$ cat src/rtl/upsample_unpool.sv
// 2x upsampler: buffers one row of pooled 3-channel pixels, then emits each output row twice.
// Optional macro UPSAMPLE_ZERO_INSERT_EN selects zero-insertion instead of nearest-neighbour.
module upsample_unpool #(
  parameter int unsigned CONV_BIT        = 12,
  parameter int unsigned HALF_WIDTH      = 12,
  parameter int unsigned HALF_HEIGHT     = 12,
  parameter int unsigned HALF_WIDTH_BIT  = 4,
  parameter int unsigned HALF_HEIGHT_BIT = 4
) (
  input  logic                clk,
  input  logic                rst_n,
  input  logic                valid_in,
  output logic                ready_in,
  input  logic [CONV_BIT-1:0] pool_in_1,
  input  logic [CONV_BIT-1:0] pool_in_2,
  input  logic [CONV_BIT-1:0] pool_in_3,
  output logic                valid_out,
  input  logic                ready_out,
  output logic [CONV_BIT-1:0] up_value_1,
  output logic [CONV_BIT-1:0] up_value_2,
  output logic [CONV_BIT-1:0] up_value_3,
  output logic                frame_done
);

  typedef enum logic [1:0] {StLoad, StEmit0, StEmit1} state_e;

  localparam logic [HALF_WIDTH_BIT-1:0]  ColLast = HALF_WIDTH_BIT'(HALF_WIDTH - 1);
  localparam logic [HALF_HEIGHT_BIT-1:0] RowLast = HALF_HEIGHT_BIT'(HALF_HEIGHT - 1);

  state_e                     state_q, state_d;
  logic [HALF_WIDTH_BIT-1:0]  col_q, col_d;
  logic [HALF_WIDTH_BIT-1:0]  pix_q, pix_d;
  logic                       half_q, half_d;
  logic [HALF_HEIGHT_BIT-1:0] row_q, row_d;
  logic                       valid_out_q, valid_out_d;
  logic                       frame_done_q, frame_done_d;
  logic [CONV_BIT-1:0]        up_1_q, up_1_d, up_2_q, up_2_d, up_3_q, up_3_d;
  logic                       present;
  logic                       zero;

  logic [CONV_BIT-1:0] row_buf_1_q [HALF_WIDTH];
  logic [CONV_BIT-1:0] row_buf_2_q [HALF_WIDTH];
  logic [CONV_BIT-1:0] row_buf_3_q [HALF_WIDTH];

  assign ready_in   = (state_q == StLoad);
  assign valid_out  = valid_out_q;
  assign frame_done = frame_done_q;
  assign up_value_1 = up_1_q;
  assign up_value_2 = up_2_q;
  assign up_value_3 = up_3_q;

  always_ff @(posedge clk) begin
    if (ready_in && valid_in) begin
      row_buf_1_q[col_q] <= pool_in_1;
      row_buf_2_q[col_q] <= pool_in_2;
      row_buf_3_q[col_q] <= pool_in_3;
    end
  end

  // Output beat k maps to pixel pix = k>>1 and phase half = k[0].
  always_comb begin
    state_d      = state_q;
    col_d        = col_q;
    pix_d        = pix_q;
    half_d       = half_q;
    row_d        = row_q;
    valid_out_d  = valid_out_q;
    frame_done_d = 1'b0;
    present      = 1'b0;
    unique case (state_q)
      StLoad: begin
        if (valid_in) begin
          if (col_q == ColLast) begin
            col_d       = '0;
            pix_d       = '0;
            half_d      = 1'b0;
            state_d     = StEmit0;
            valid_out_d = 1'b1;
            present     = 1'b1;
          end else begin
            col_d = col_q + HALF_WIDTH_BIT'(1);
          end
        end
      end
      StEmit0, StEmit1: begin
        if (ready_out) begin
          present = 1'b1;
          if (!half_q) begin
            half_d = 1'b1;
          end else begin
            half_d = 1'b0;
            if (pix_q != ColLast) begin
              pix_d = pix_q + HALF_WIDTH_BIT'(1);
            end else begin
              pix_d = '0;
              if (state_q == StEmit0) begin
                state_d = StEmit1;
              end else begin
                state_d     = StLoad;
                valid_out_d = 1'b0;
                present     = 1'b0;
                if (row_q == RowLast) begin
                  row_d        = '0;
                  frame_done_d = 1'b1;
                end else begin
                  row_d = row_q + HALF_HEIGHT_BIT'(1);
                end
              end
            end
          end
        end
      end
      default: state_d = StLoad;
    endcase
  end

`ifdef UPSAMPLE_ZERO_INSERT_EN
  // Only the top-left beat of each 2x2 block carries data.
  assign zero = (state_d == StEmit1) || half_d;
`else
  assign zero = 1'b0;
`endif

  always_comb begin
    up_1_d = up_1_q;
    up_2_d = up_2_q;
    up_3_d = up_3_q;
    if (present) begin
      up_1_d = zero ? '0 : row_buf_1_q[pix_d];
      up_2_d = zero ? '0 : row_buf_2_q[pix_d];
      up_3_d = zero ? '0 : row_buf_3_q[pix_d];
    end
  end

  always_ff @(posedge clk) begin
    if (!rst_n) begin
      state_q      <= StLoad;
      col_q        <= '0;
      pix_q        <= '0;
      half_q       <= 1'b0;
      row_q        <= '0;
      valid_out_q  <= 1'b0;
      frame_done_q <= 1'b0;
      up_1_q       <= '0;
      up_2_q       <= '0;
      up_3_q       <= '0;
    end else begin
      state_q      <= state_d;
      col_q        <= col_d;
      pix_q        <= pix_d;
      half_q       <= half_d;
      row_q        <= row_d;
      valid_out_q  <= valid_out_d;
      frame_done_q <= frame_done_d;
      up_1_q       <= up_1_d;
      up_2_q       <= up_2_d;
      up_3_q       <= up_3_d;
    end
  end

endmodule

$ cat config.mk
export PLATFORM = sky130hd
export DESIGN_NAME = upsample_unpool
export DESIGN_NICKNAME = d
export VERILOG_FILES = /design/src/rtl/upsample_unpool.sv
export SDC_FILE = /design/constraint.sdc
export NUM_CORES = 1
export LEC_CHECK = 0
export ABC_AREA = 1
export CAP_MARGIN = 20
export CORE_AREA = 5 5 242 244
export DETAILED_ROUTE_END_ITERATION = 12
export DIE_AREA = 0 0 247 249
export PLACE_DENSITY = 0.49
export SYNTH_ARGS = -nofsm -noshare
export SYNTH_HDL_FRONTEND = slang
export SYNTH_SLANG_ARGS = --single-unit
$ cat constraint.sdc
create_clock -name clk -period 4.5 [get_ports clk]
set_input_delay 0.9 -clock clk [delete_from_list [all_inputs] [get_ports clk]]
set_output_delay 0.9 -clock clk [all_outputs]
set_load 0.02 [all_outputs]
# After elaboration in Yosys (flattened, before gate mapping)

Memories as Yosys holds them, arrays and structs flattened. A register that Yosys moved wholly into a read port is not among the register bits.
Index checks and enable logic that the tools add are counted.

Flip-flop bits (word level): 17
Bits in latches: 0
Memory bits (writable): 432
Bits in read-only memories: 0
Input bits: 40
Output and inout port bits: 39
Logic and storage cells: 80
Memories: 3

Memories:

| name        | depth | bits a word | read ports | clocked after memory_dff | wr ports | RTL line | text |
|---|---|---|---|---|---|---|---|
| row_buf_1_q | 12    | 12          | 1          | 1                        | 1        | 41       | `logic [CONV_BIT-1:0] row_buf_1_q [HALF_WIDTH];` |
| row_buf_2_q | 12    | 12          | 1          | 1                        | 1        | 42       | `logic [CONV_BIT-1:0] row_buf_2_q [HALF_WIDTH];` |
| row_buf_3_q | 12    | 12          | 1          | 1                        | 1        | 43       | `logic [CONV_BIT-1:0] row_buf_3_q [HALF_WIDTH];` |

Add/subtract/negate cells: 3
$mul: 0
Div/mod/pow operators: 0
Order comparisons: 0
Equality and inequality tests: 11
Shifts and indexed selects: 0
Muxes and demuxes: 37
Bitwise logic cells: 6
Reduce and logical (&&, ||, !) cells: 13

Operators by type and width:

| kind                | count |
|---|---|
| $mux 4              | 7 |
| $mux 1              | 19 |
| $add 4x1->4 const B | 3 |
| $mux 2              | 6 |
| $ne 2x2->1 const B  | 5 |
| $reduce_and 5->1    | 2 |
| $eq 4x4->1 const B  | 2 |
| $pmux 4 s2          | 1 |
| $reduce_and 7->1    | 1 |
| $not 1->1           | 6 |
| $pmux 1 s2          | 3 |
| $reduce_or 6->1     | 1 |
| $ne 4x4->1 const B  | 1 |
| $pmux 2 s2          | 1 |
| $reduce_and 4->1    | 1 |
| $logic_not 1->1     | 3 |
| $eq 2x1->1 const B  | 1 |
| $eq 2x2->1 const B  | 1 |
| $logic_not 2->1     | 1 |
| $ne 2x1->1 const B  | 1 |
| $reduce_and 2->1    | 1 |
| $reduce_bool 2->1   | 1 |
| $reduce_or 2->1     | 1 |
| $logic_and 1x1->1   | 1 |

# Longest topological paths before layout

Gate-level depths: netlist of run 1.

Depth in word-level cells: 6
Mapped depth: 16
Mapped depth without buffers: 13

# Worst setup path before layout of run 1

No wires, ideal clock.

Path kind: input to register
Start: input valid_in
End: register up_1_q[1] (netlist: up_value_1[1]), read port of row_buf_1_q
Library setup time: 0.119 ns
Arrival time: 3.685 ns
Required time: 4.381 ns
Setup slack: 0.695 ns
Stages on the path: 10
Path buffers: 1
Cells stage by stage: nand2_1 inv_1 nand2_1 nor2_1 inv_1 a21oi_2 clkbuf_1 nand2_1 inv_1 a21oi_1

Cells in the longest elaborated chain, start to end: 2
Elaborated cells between the ends (all ways): 4
Those cells by class: 4 x mux

RTL lines:

| element                                         | RTL line | text |
|---|---|---|
| start: declaration                              | 12       | `input logic valid_in,` |
| $mux 4 / $mux 1 (equally long branches)         | 72       | `if (valid_in) begin` |
| $pmux 4 s2 / $pmux 1 s2 (equally long branches) | 70       | `unique case (state_q)` |
| end: declaration                                | 37       | `logic [CONV_BIT-1:0] up_1_q, up_1_d, up_2_q, up_2_d, up_3_q, up_3_d;` |

Several ways; a longest one is shown, not always the timed one.
A chain may end at the register's enable or synchronous reset.

# Final worst setup path of run 1

Start: input valid_in
End: register up_2_q[6] (netlist: up_value_2[6]), read port of row_buf_2_q

Cells in the longest elaborated chain, start to end: 2
Elaborated cells between the ends (all ways): 4
Those cells by class: 4 x mux

RTL lines:

| element                                         | RTL line |
|---|---|
| $mux 4 / $mux 1 (equally long branches)         | 72 |
| $pmux 4 s2 / $pmux 1 s2 (equally long branches) | 70 |
| end: declaration                                | 37 |

Several ways; a longest one is shown, not always the timed one.

==> results.md, run 1 <==
* Synth cell types at 30
* Layout area overhead at 17.4%
* CTS Root Cell: clkbuf_16
* Placer Congestion at 0.738
* Top cells by area, synth: edfxtp_1 63%, nand3_1 13%, nand2_1 6.4%, dfxtp_1 5.2%, inv_1 5.1%
* Mapped Area at 20500 um^2
* Setup tns final at 0 ns
* CTS Hold Buffers Added at 0
* Vias at 14000
* Met3 Resource Use GR at 0.0324
* CP required at 5.02 ns
* Layout cells sized above 1 at 0.0730
* First-pass GRT wire length at 86.9 mm
* Routed wire length at 56.7 mm
* Hold crit path type: register to register
* IO Port Bufs at 78
* DR DRC count at 0
* Async set-reset flop share out of synthesis at 0
* Io pins at 79
* Worst vdd ir at 0.614 mV
* Row count at 87
* Final Util at 0.430
* Fmax at 340 MHz
* Power Density at 491 nW/um^2
* Worst skew pair latency at 0.62 ns
* Total global routing overflow at 0
* RSZ-0062 raised after global routing: no
* Max clock buf depth at 3
* Comb power frac at 0.175
* Setup violations, final at 0
* Vias per cell at 5.01
* Top-area cell type share of the netlist area at 0.632
* Max_cap viols at 0
* DR pass1 iterations at 5
* Clock-pin slew on the worst setup and hold paths at 0.06 ns
* # resized after CTS at 0
* Max FO, Critical Path at 216
* Commonest non-fill, non-tap cell in the layout: nand3_1
* Antenna violations before repair at 1
* ANT cells at 0
* Max-slew violation count at 0
* Cells after DPL at 2695
* Final Non-Filler Cells at 2797
* Layout net count at 2044
* Most frequent cells in the layout: 546 x nand3_1, 432 x edfxtp_1, 348 x nand2_1
* Clk_skew at 0.0334 ns
* R2R Setup Slk at 1.59 ns
* Initial core utilization at 0.366
* Status: finished, final reports clean
* Num CTS Buffers at 54
* GRT Util Overall at 0.183
* Number of synthesized flops with an enable pin at 432
* Sequential Power Share at 0.450
* Psw at 3.43 mW
* Slew margin rel. at 0.255
* Clk network pwr share at 0.374
* Register area share after synthesis at 0.683
* Worst Max-Slew Pin Slew at 1.12 ns
* Syn avg cell area at 10.6 um^2
* Hpwl dp at 28.4 mm
* Final worst-path cycle share at 0.653
* DR iter-0 viols at 1227
* Largest area contributor in the netlist: edfxtp_1
* Final Hold Vio Count at 0
* Power Internal at 8.40 mW
* Synth Warn # at 0
* Switching Fraction at 0.290
* Total power draw at 11.8 mW
* CP Capture Type: register
* CP startpoint kind: primary input
* Dominant register cell in the synthesized netlist: edfxtp_1
* Routed Antenna Nets at 0
* Final Cell Area at 24100 um^2
* Clk sinks at 485
* Area of placed instances at 22300 um^2
* LEAKAGE at 9.49 nW
* Routed length per instance at 20.3 um
* TritonCTS clock tree: built
* Floorplan Core Area at 56100 um^2
* Mapped Nets at 1983
* Synth Register Bits at 485
* Critical Path AT at 3.46 ns
* Post-CTS setup repair buffer count at 0
* Kind of critical path: primary input to register
* Gr busiest metal: met2
* GR Layer Usage met1 at 0.260
* M2 GR Usage at 0.296
* Die area at 61500 um^2
* Die height at 249 um
* Min cycle time layout at 2.94 ns
* H-tree depth at 2
* Die Wd at 247 um
* Largest net degree at the start of global routing at 217
* Synthesized instance count at 1934
* Number of global-route vias before repair at 13900
==> sequential cells by signal, summed over array words and instances, names as in the netlist <==
name,flops
col_q,4
frame_done,1
half_q,1
pix_q,4
row_buf_1_q,144
row_buf_2_q,144
row_buf_3_q,144
row_q,4
state_q,2
up_value_1,12
up_value_2,12
up_value_3,12
valid_out,1
==> through the flow <==
step                      hold WS, ns  worst slack, ns
after floorplan                 0.456            0.695
after global placement          0.471            0.992
after detailed placement        0.474            0.988
after CTS                       0.483             1.60
after global routing            0.519             1.29
final                           0.487             1.56
==> kinds of logic (layout without fill, tap and decap cells) <==
| logic type | Yosys count | in the layout | synth area share |
|---|---|---|---|
| and+or+nand+nor | 943 | 943 | 0.208 |
| DFF | 485 | 485 | 0.683 |
| buffers and inverters | 398 | 505 | 0.0780 |
| AOI/OAI and AO/OA | 97 | 97 | 0.0244 |
| adders and majority gates | 9 | 9 | 0.00548 |
| xor gates and xnor gates | 2 | 2 | 0.000853 |
==> final cells by class <==
| cell class | instances | area [um^2] |
|---|---|---|
| well taps | 756 | 946 |
| multi-input cells | 1051 | 5040 |
| flip-flops and latches | 485 | 14000 |
| inverters | 282 | 1060 |
| clock buffers | 78 | 1540 |
| repair buffers | 121 | 1220 |
| clock inverters | 24 | 256 |
| fillers | 5324 | 32000 |
==> final timing paths <==
kind / startpoint / end / cells after the start
max: valid_in / up_value_2[6] / 13
min: row_q[2] / row_q[2] / 2
max reg2reg: state_q[0] / up_value_1[0] / 14
min reg2reg: row_q[2] / row_q[2] / 2
==> cell usage after synthesis (6+ instances only) <==
master    instances
nand3_1         547
edfxtp_1        432
nand2_1         350
inv_1           279
buf_2            57
dfxtp_1          53
a21oi_1          45
o21ai_0          45
clkbuf_1         40
nor2_1           29
buf_1            11
ha_1              9
buf_4             6
==> per-layer routing <==
metal | share of wire | up-vias
met2 | 0.47 | 346
met4 | 0.017 | 2
met5 | 0.00023 | -
li1 | - | 6705
met1 | 0.46 | 6895
met3 | 0.052 | 73
==> power groups by stage <==
stage / clock network, mW / registers, mW / logic (mW)
2_1_floorplan: 0 / 5.50 / 1.15
3_3_place_gp: 0 / 5.42 / 2.09
5_1_grt: 4.74 / 5.35 / 2.29
6_report: 4.43 / 5.33 / 2.08
3_5_place_dp: 0 / 5.42 / 2.09
4_1_cts: 4.53 / 5.33 / 2.10
==> critical path: stages <==
cell and delay (ns):
clkdlybuf4s50_1 0.45, nand2_1 0.07, inv_1 0.03, nand2_1 0.14
nand2_2 0.14, nand3_4 0.13, buf_12 0.71, nand3_1 0.16
nand3_1 0.20, nand3_1 0.09, nand2_1 0.06, inv_1 0.04
a21oi_1 0.13
Note: power is estimated with default switching activity, not from simulation.
==> inputs of run 2 (changes only) <==
Settings changed: PLACE_DENSITY 0.49 to 0.51.
Clock period 4.5 ns to 2.4 ns, I/O delays scaled along.
==> run 2 against run 1 <==
  * Worst setup slack worse by 1.4 ns
  * Routed wire length is 0.38% lower
  * Flip-flop and latch count stayed put
  * Die area stayed put
  * Highest routed layer unchanged
==> results.md, run 2 (synthesis gave the netlist of run 1 again) <==
* Vias per cell at 4.99 (-0.42%)
* IO Port Bufs at 78 (unchanged)
* Max clock buf depth at 3 (unchanged)
* Slowest stage delay, CP at 0.33 ns (-0.38 ns)
* Clk sinks at 485 (unchanged)
* Die area at 61500 um^2 (unchanged)
* GRT Util Overall at 0.180 (-0.00290)
* Final Cell Area at 25300 um^2 (+5.0%)
* H-tree depth at 2 (unchanged)
* TritonCTS clock tree: built
* Fillers at 5160 (-3.1%)
* CTS Root Cell: clkbuf_16
* Kind of critical path: register to register
* Total global routing overflow at 0 (unchanged)
* Clk_skew at 0.0254 ns (-0.00797 ns)
* WHS at 0.336 ns (-0.152 ns)
* Worst Max-Slew Pin Slew at 0.499 ns (-0.619 ns)
* Clock-pin slew on the worst setup and hold paths at 0.06 ns (about the same)
* Worst vdd ir at 0.653 mV (+6.3%)
* Sequential cell area at 14000 um^2 (about the same)
* Die Wd at 247 um (unchanged)
* CP Cell Sequence: inv_1 > ha_4 > nand2_1 > nor2_2 > nand2_2 > nand2_8 > buf_12 > clkbuf_16 > clkbuf_16 > nand3_1 > nand3_1 > nand3_1 > nand2_1 > inv_1 > a21oi_1
* Number of global-route vias before repair at 13700 (-1.7%)
* Layout net count at 2115 (+3.5%)
* Setup tns final at 0 ns (unchanged)
* Layout cells sized above 1 at 0.102 (+0.0290)
* Status: finished, final reports clean
* Routed length per instance at 19.7 um (-2.7%)
* CP required at 2.93 ns (-2.09 ns)
* Floorplan Core Area at 56100 um^2 (unchanged)
* Die height at 249 um (unchanged)
* Vias at 14300 (+2.0%)
* Power Density at 874 nW/um^2 (+78%)
* Most frequent cells in the layout: 546 x nand3_1, 432 x edfxtp_1, 347 x nand2_1
* Largest net degree at the start of global routing at 39 (-82%)
* Total power draw at 22.1 mW (+87%)
* Layout area overhead at 23.3%
* Final worst-path cycle share at 0.925
* Worst skew pair latency at 0.61 ns (about the same)
* Final Non-Filler Cells at 2865 (+2.4%)
* Slew margin rel. at 0.666 (+0.412)
* First-pass GRT wire length at 85.5 mm (-1.6%)
* Antenna violations before repair at 4 (+3)
* Max FO, Critical Path at 15 (-93%)
* DR pass1 iterations at 5 (unchanged)
* Num CTS Buffers at 52 (-3.7%)
* Routed Antenna Nets at 0 (unchanged)
* Setup violations, final at 0 (unchanged)
* Crit-path slowest cell: dfxtp_1
* Critical Path AT at 2.75 ns (-0.71 ns)
* Hpwl dp at 32.5 mm (+15%)
* Hold crit path type: primary input to register
* CP Capture Type: register
* Area of placed instances at 23500 um^2 (+5.5%)
* Row count at 87 (unchanged)
* Fmax at 450 MHz
* Multi-input logic area at 5080 um^2 (+0.64%)
* Placer Congestion at 0.771 (+4.5%)
* Min cycle time layout at 2.22 ns
* Biggest regs: row_buf_1_q (144), row_buf_2_q (144), row_buf_3_q (144)
* Io pins at 79 (unchanged)
* Max_cap viols at 0 (unchanged)
* Cells after DPL at 2762 (+2.5%)
* Max-slew violation count at 0 (unchanged)
* CTS Hold Buffers Added at 0 (unchanged)
* Routed wire length at 56.5 mm (-0.38%)
* CP startpoint kind: register
* LEAKAGE at 10.0 nW (+5.6%)
* Initial core utilization at 0.366 (unchanged)
* CP dominant cell by count: nand3_1
* RSZ-0062 raised after global routing: no
* Commonest non-fill, non-tap cell in the layout: nand3_1
* DR DRC count at 0 (unchanged)
* Final Hold Vio Count at 0 (unchanged)
* DR iter-0 viols at 1087 (-11%)
[run 2: changes by cell type in the layout (fill, tap and decap cells not counted), moves of 2 or more]
cell / previous run / this run
buf_12: 10 / 68
clkbuf_1: 14 / 16
clkinv_1: 11 / 15
clkbuf_8: 10 / 1
buf_4: 33 / 42
[run 2: metrics by stage]
stage / setup WS [ns] / utilization
after global routing: 0.00297 / 0.452
after CTS: 0.0449 / 0.449
after global placement: -0.114 / 0.420
after floorplan: 0.00788 / -
final: 0.180 / 0.452
after detailed placement: -0.148 / 0.420
[run 2: path summary, 6_finish.rpt]
path / startpoint / to / slack [ns] / cells after the start
min reg2reg: row_q[2] / row_q[2] / 0.49 / 2
max: state_q[1] / up_value_2[8] / 0.18 / 15
min: rst_n / row_q[2] / 0.34 / 3
max reg2reg: state_q[1] / up_value_2[8] / 0.18 / 15
[run 2: area by class of cell]
class	count	share of cell area
well taps	756	0.0374
clock buffers	69	0.0543
repair buffers	193	0.101
flip-flops and latches	485	0.554
clock inverters	27	0.0103
multi-input cells	1052	0.201
diodes	1	0.0000988
inverters	282	0.0418
[run 2: where the power goes]
group | switching (mW) | total, mW | internal [mW]
sequential | 0.225 | 9.99 | 9.76
clock | 3.26 | 7.73 | 4.46
combinational | 2.88 | 4.41 | 1.53
total | 6.37 | 22.1 | 15.8
[run 2: layer usage]
layer | GRT usage | vias up | wire (um)
li1 | - | 6857 | -
met5 | 0 | - | 26
met2 | 0.296 | 384 | 27000
met4 | 0.0387 | 4 | 1000
met1 | 0.253 | 6983 | 25300
met3 | 0.0294 | 74 | 3180
[run 2: critical path: cells and delay by family, from the launching register on]
| kind | cells | cell delay (ns) |
|---|---|---|
| flip-flops | 1 | 0.33 |
| adder cells (fa/ha/maj) | 1 | 0.32 |
| buffers and inverters | 5 | 0.56 |
| AO/OA/AOI/OAI | 1 | 0.12 |
| AND/OR/NAND/NOR | 8 | 0.79 |
[run 2: what timing repair did]
action,in CTS,in global routing
gates cloned,0,4
pin swaps,0,2
endpoints found under the setup margin,1,36
buffers inserted,0,2
resized for setup,1,8
==> inputs of run 3 (changes only) <==
Settings changed: PLACE_DENSITY 0.51 to 0.49.
Clock period 2.4 ns to 2.9 ns, I/O delays scaled along.
==> run 3 against run 2 <==
  * Non-clock buffer count decreased by 62
  * Worst setup slack improved by 0.17 ns
  * Largest cell class unchanged
  * Critical path depth decreased by 12
  * Register-to-register slack improved by 0.23 ns
  * Clock skew increased by 0.0060 ns
  * Power decreased by 18%
==> results.md, run 3 (synthesis gave the netlist of run 1 again) <==
* Worst vdd ir at 0.735 mV (+13%)
* Critical Path AT at 1.97 ns (-0.78 ns)
* Row count at 87 (unchanged)
* TritonCTS clock tree: built
* Die area at 61500 um^2 (unchanged)
* CTS Hold Buffers Added at 0 (unchanged)
* WHS at 0.405 ns (+0.0698 ns)
* CP Cell Sequence: inv_1 > ha_1 > clkdlybuf4s50_1
* Status: finished, final reports clean
* Clk_skew at 0.0314 ns (+0.00600 ns)
* DR iter-0 viols at 957 (-12%)
* Hold path depth at 3 (unchanged)
* Routed wire length at 55.7 mm (-1.4%)
* DR DRC count at 0 (unchanged)
* Layout area overhead at 18.7%
* Kind of critical path: register to output pin
* Floorplan Core Area at 56100 um^2 (unchanged)
* Die height at 249 um (unchanged)
* Routed length per instance at 19.9 um (+0.83%)
* Most frequent cells in the layout: 546 x nand3_1, 432 x edfxtp_1, 348 x nand2_1
* Hold path start: rst_n
* CTS Root Cell: clkbuf_16
* Final Hold Vio Count at 0 (unchanged)
* Hold crit path type: primary input to register
* IO Port Bufs at 78 (unchanged)
* Die Wd at 247 um (unchanged)
* Max_cap viols at 0 (unchanged)
* R2R Setup Slk at 0.41 ns (+0.23 ns)
* Max FO, Critical Path at 6 (-9)
* Total global routing overflow at 0 (unchanged)
* Reg-to-reg startpoint: state_q[0]
* Worst Max-Slew Pin Slew at 0.703 ns (+0.204 ns)
* H-tree depth at 2 (unchanged)
* Multi-input logic area at 5040 um^2 (-0.64%)
* Clk sinks at 485 (unchanged)
* Power Density at 748 nW/um^2 (-14%)
* Final worst-path cycle share at 0.881
* Setup violations, final at 0 (unchanged)
* Antenna violations before repair at 0 (-4)
* Layout cells sized above 1 at 0.0777 (-0.0243)
* Max clock buf depth at 3 (unchanged)
* Worst skew pair latency at 0.61 ns (about the same)
* Setup tns final at 0 ns (unchanged)
* Crit-path slowest cell: clkdlybuf4s50_1
* Initial core utilization at 0.366 (unchanged)
* Hpwl dp at 28.4 mm (-13%)
* Io pins at 79 (unchanged)
* Fillers at 5281 (+2.3%)
* Vias per cell at 5.01 (+0.28%)
* Vias at 14000 (-1.9%)
* Largest net degree at the start of global routing at 87 (+120%)
* Max-slew violation count at 0 (unchanged)
* Biggest regs: row_buf_1_q (144), row_buf_2_q (144), row_buf_3_q (144)
* Placer Congestion at 0.761 (-1.3%)
* # resized after CTS at 0 (-1)
* Slowest stage delay, CP at 0.66 ns (+0.33 ns)
* Cells after DPL at 2705 (-2.1%)
* CP required at 2.32 ns (-0.61 ns)
* Reg2reg end: up_value_3[8]
* Pre-CTS WS at 0.148 ns (+0.296 ns)
* RSZ-0062 raised after global routing: no
* DR pass1 iterations at 5 (unchanged)
* Routed Antenna Nets at 0 (unchanged)
* ANT cells at 0 (-1)
* Post-route setup slack at 0.346 ns (+0.167 ns)
* Fmax at 392 MHz
* CP startpoint kind: register
* First-pass GRT wire length at 86.0 mm (+0.54%)
* Worst r2r path cells at 14 (-1)
* Final Non-Filler Cells at 2803 (-2.2%)
* Num CTS Buffers at 52 (unchanged)
* Slew margin rel. at 0.531 (-0.135)
* Layout net count at 2052 (-3.0%)
* Commonest non-fill, non-tap cell in the layout: nand3_1
* LEAKAGE at 9.60 nW (-4.2%)
* GRT Util Overall at 0.181 (+0.000752)
* Sequential cell area at 14000 um^2 (about the same)
* Post-CTS setup repair buffer count at 0 (unchanged)
* CP Capture Type: output pin
* Total power draw at 18.2 mW (-18%)
* Number of global-route vias before repair at 13700 (+0.073%)
* Worst Hold Endpoint: row_q[2]
* Min cycle time layout at 2.55 ns
* Clock-pin slew on the worst setup and hold paths at 0.06 ns (about the same)
[run 3: critical path, delay by kind of cell, from the launching register on]
| family | cells | cell delay [ns] |
|---|---|---|
| buffers and inverters | 2 | 0.75 |
| DFF | 1 | 0.31 |
| adders and majority gates | 1 | 0.31 |
[run 3: layout make-up]
cell class | instances | share of cell area
Sequential cell | 485 | 0.575
Multi-Input combinational cell | 1051 | 0.207
Tap cell | 756 | 0.0388
Inverter | 282 | 0.0434
Clock buffer | 78 | 0.0611
Clock inverter | 20 | 0.00882
Timing Repair Buffer | 131 | 0.0656
[run 3: metrics by stage]
stage | cell area (um^2) | util
finish | 24400 | 0.435
global route | 24400 | 0.435
CTS | 24400 | 0.435
detailed placement | 22700 | 0.405
global placement | 22700 | 0.405
floorplan | 20600 | -
[run 3: worst max path at each step]
stage               slack, ns        from           endpoint
global route             0.15  state_q[0]      up_value_3[7]
global placement         0.15   ready_out      up_value_2[0]
detailed placement       0.15   ready_out     up_value_2[11]
CTS                      0.29  state_q[1]           ready_in
floorplan               -0.15  state_q[1]  row_buf_1_q[0][0]
finish                   0.35  state_q[1]           ready_in
[run 3: per-layer routing]
layer | vias up | GRT usage | wire (um)
met2 | 312 | 0.295 | 26400
met3 | 77 | 0.0252 | 2440
met5 | - | 0 | 0
met4 | 0 | 0.0502 | 1230
li1 | 6724 | - | -
met1 | 6919 | 0.253 | 25700
[run 3: power by group]
part	internal (mW)	switching, mW	leakage, nW
Combinational	1.07	2.32	4.43
Clock	3.83	2.74	0.836
Sequential	8.08	0.195	4.34
Total	13.0	5.26	9.60
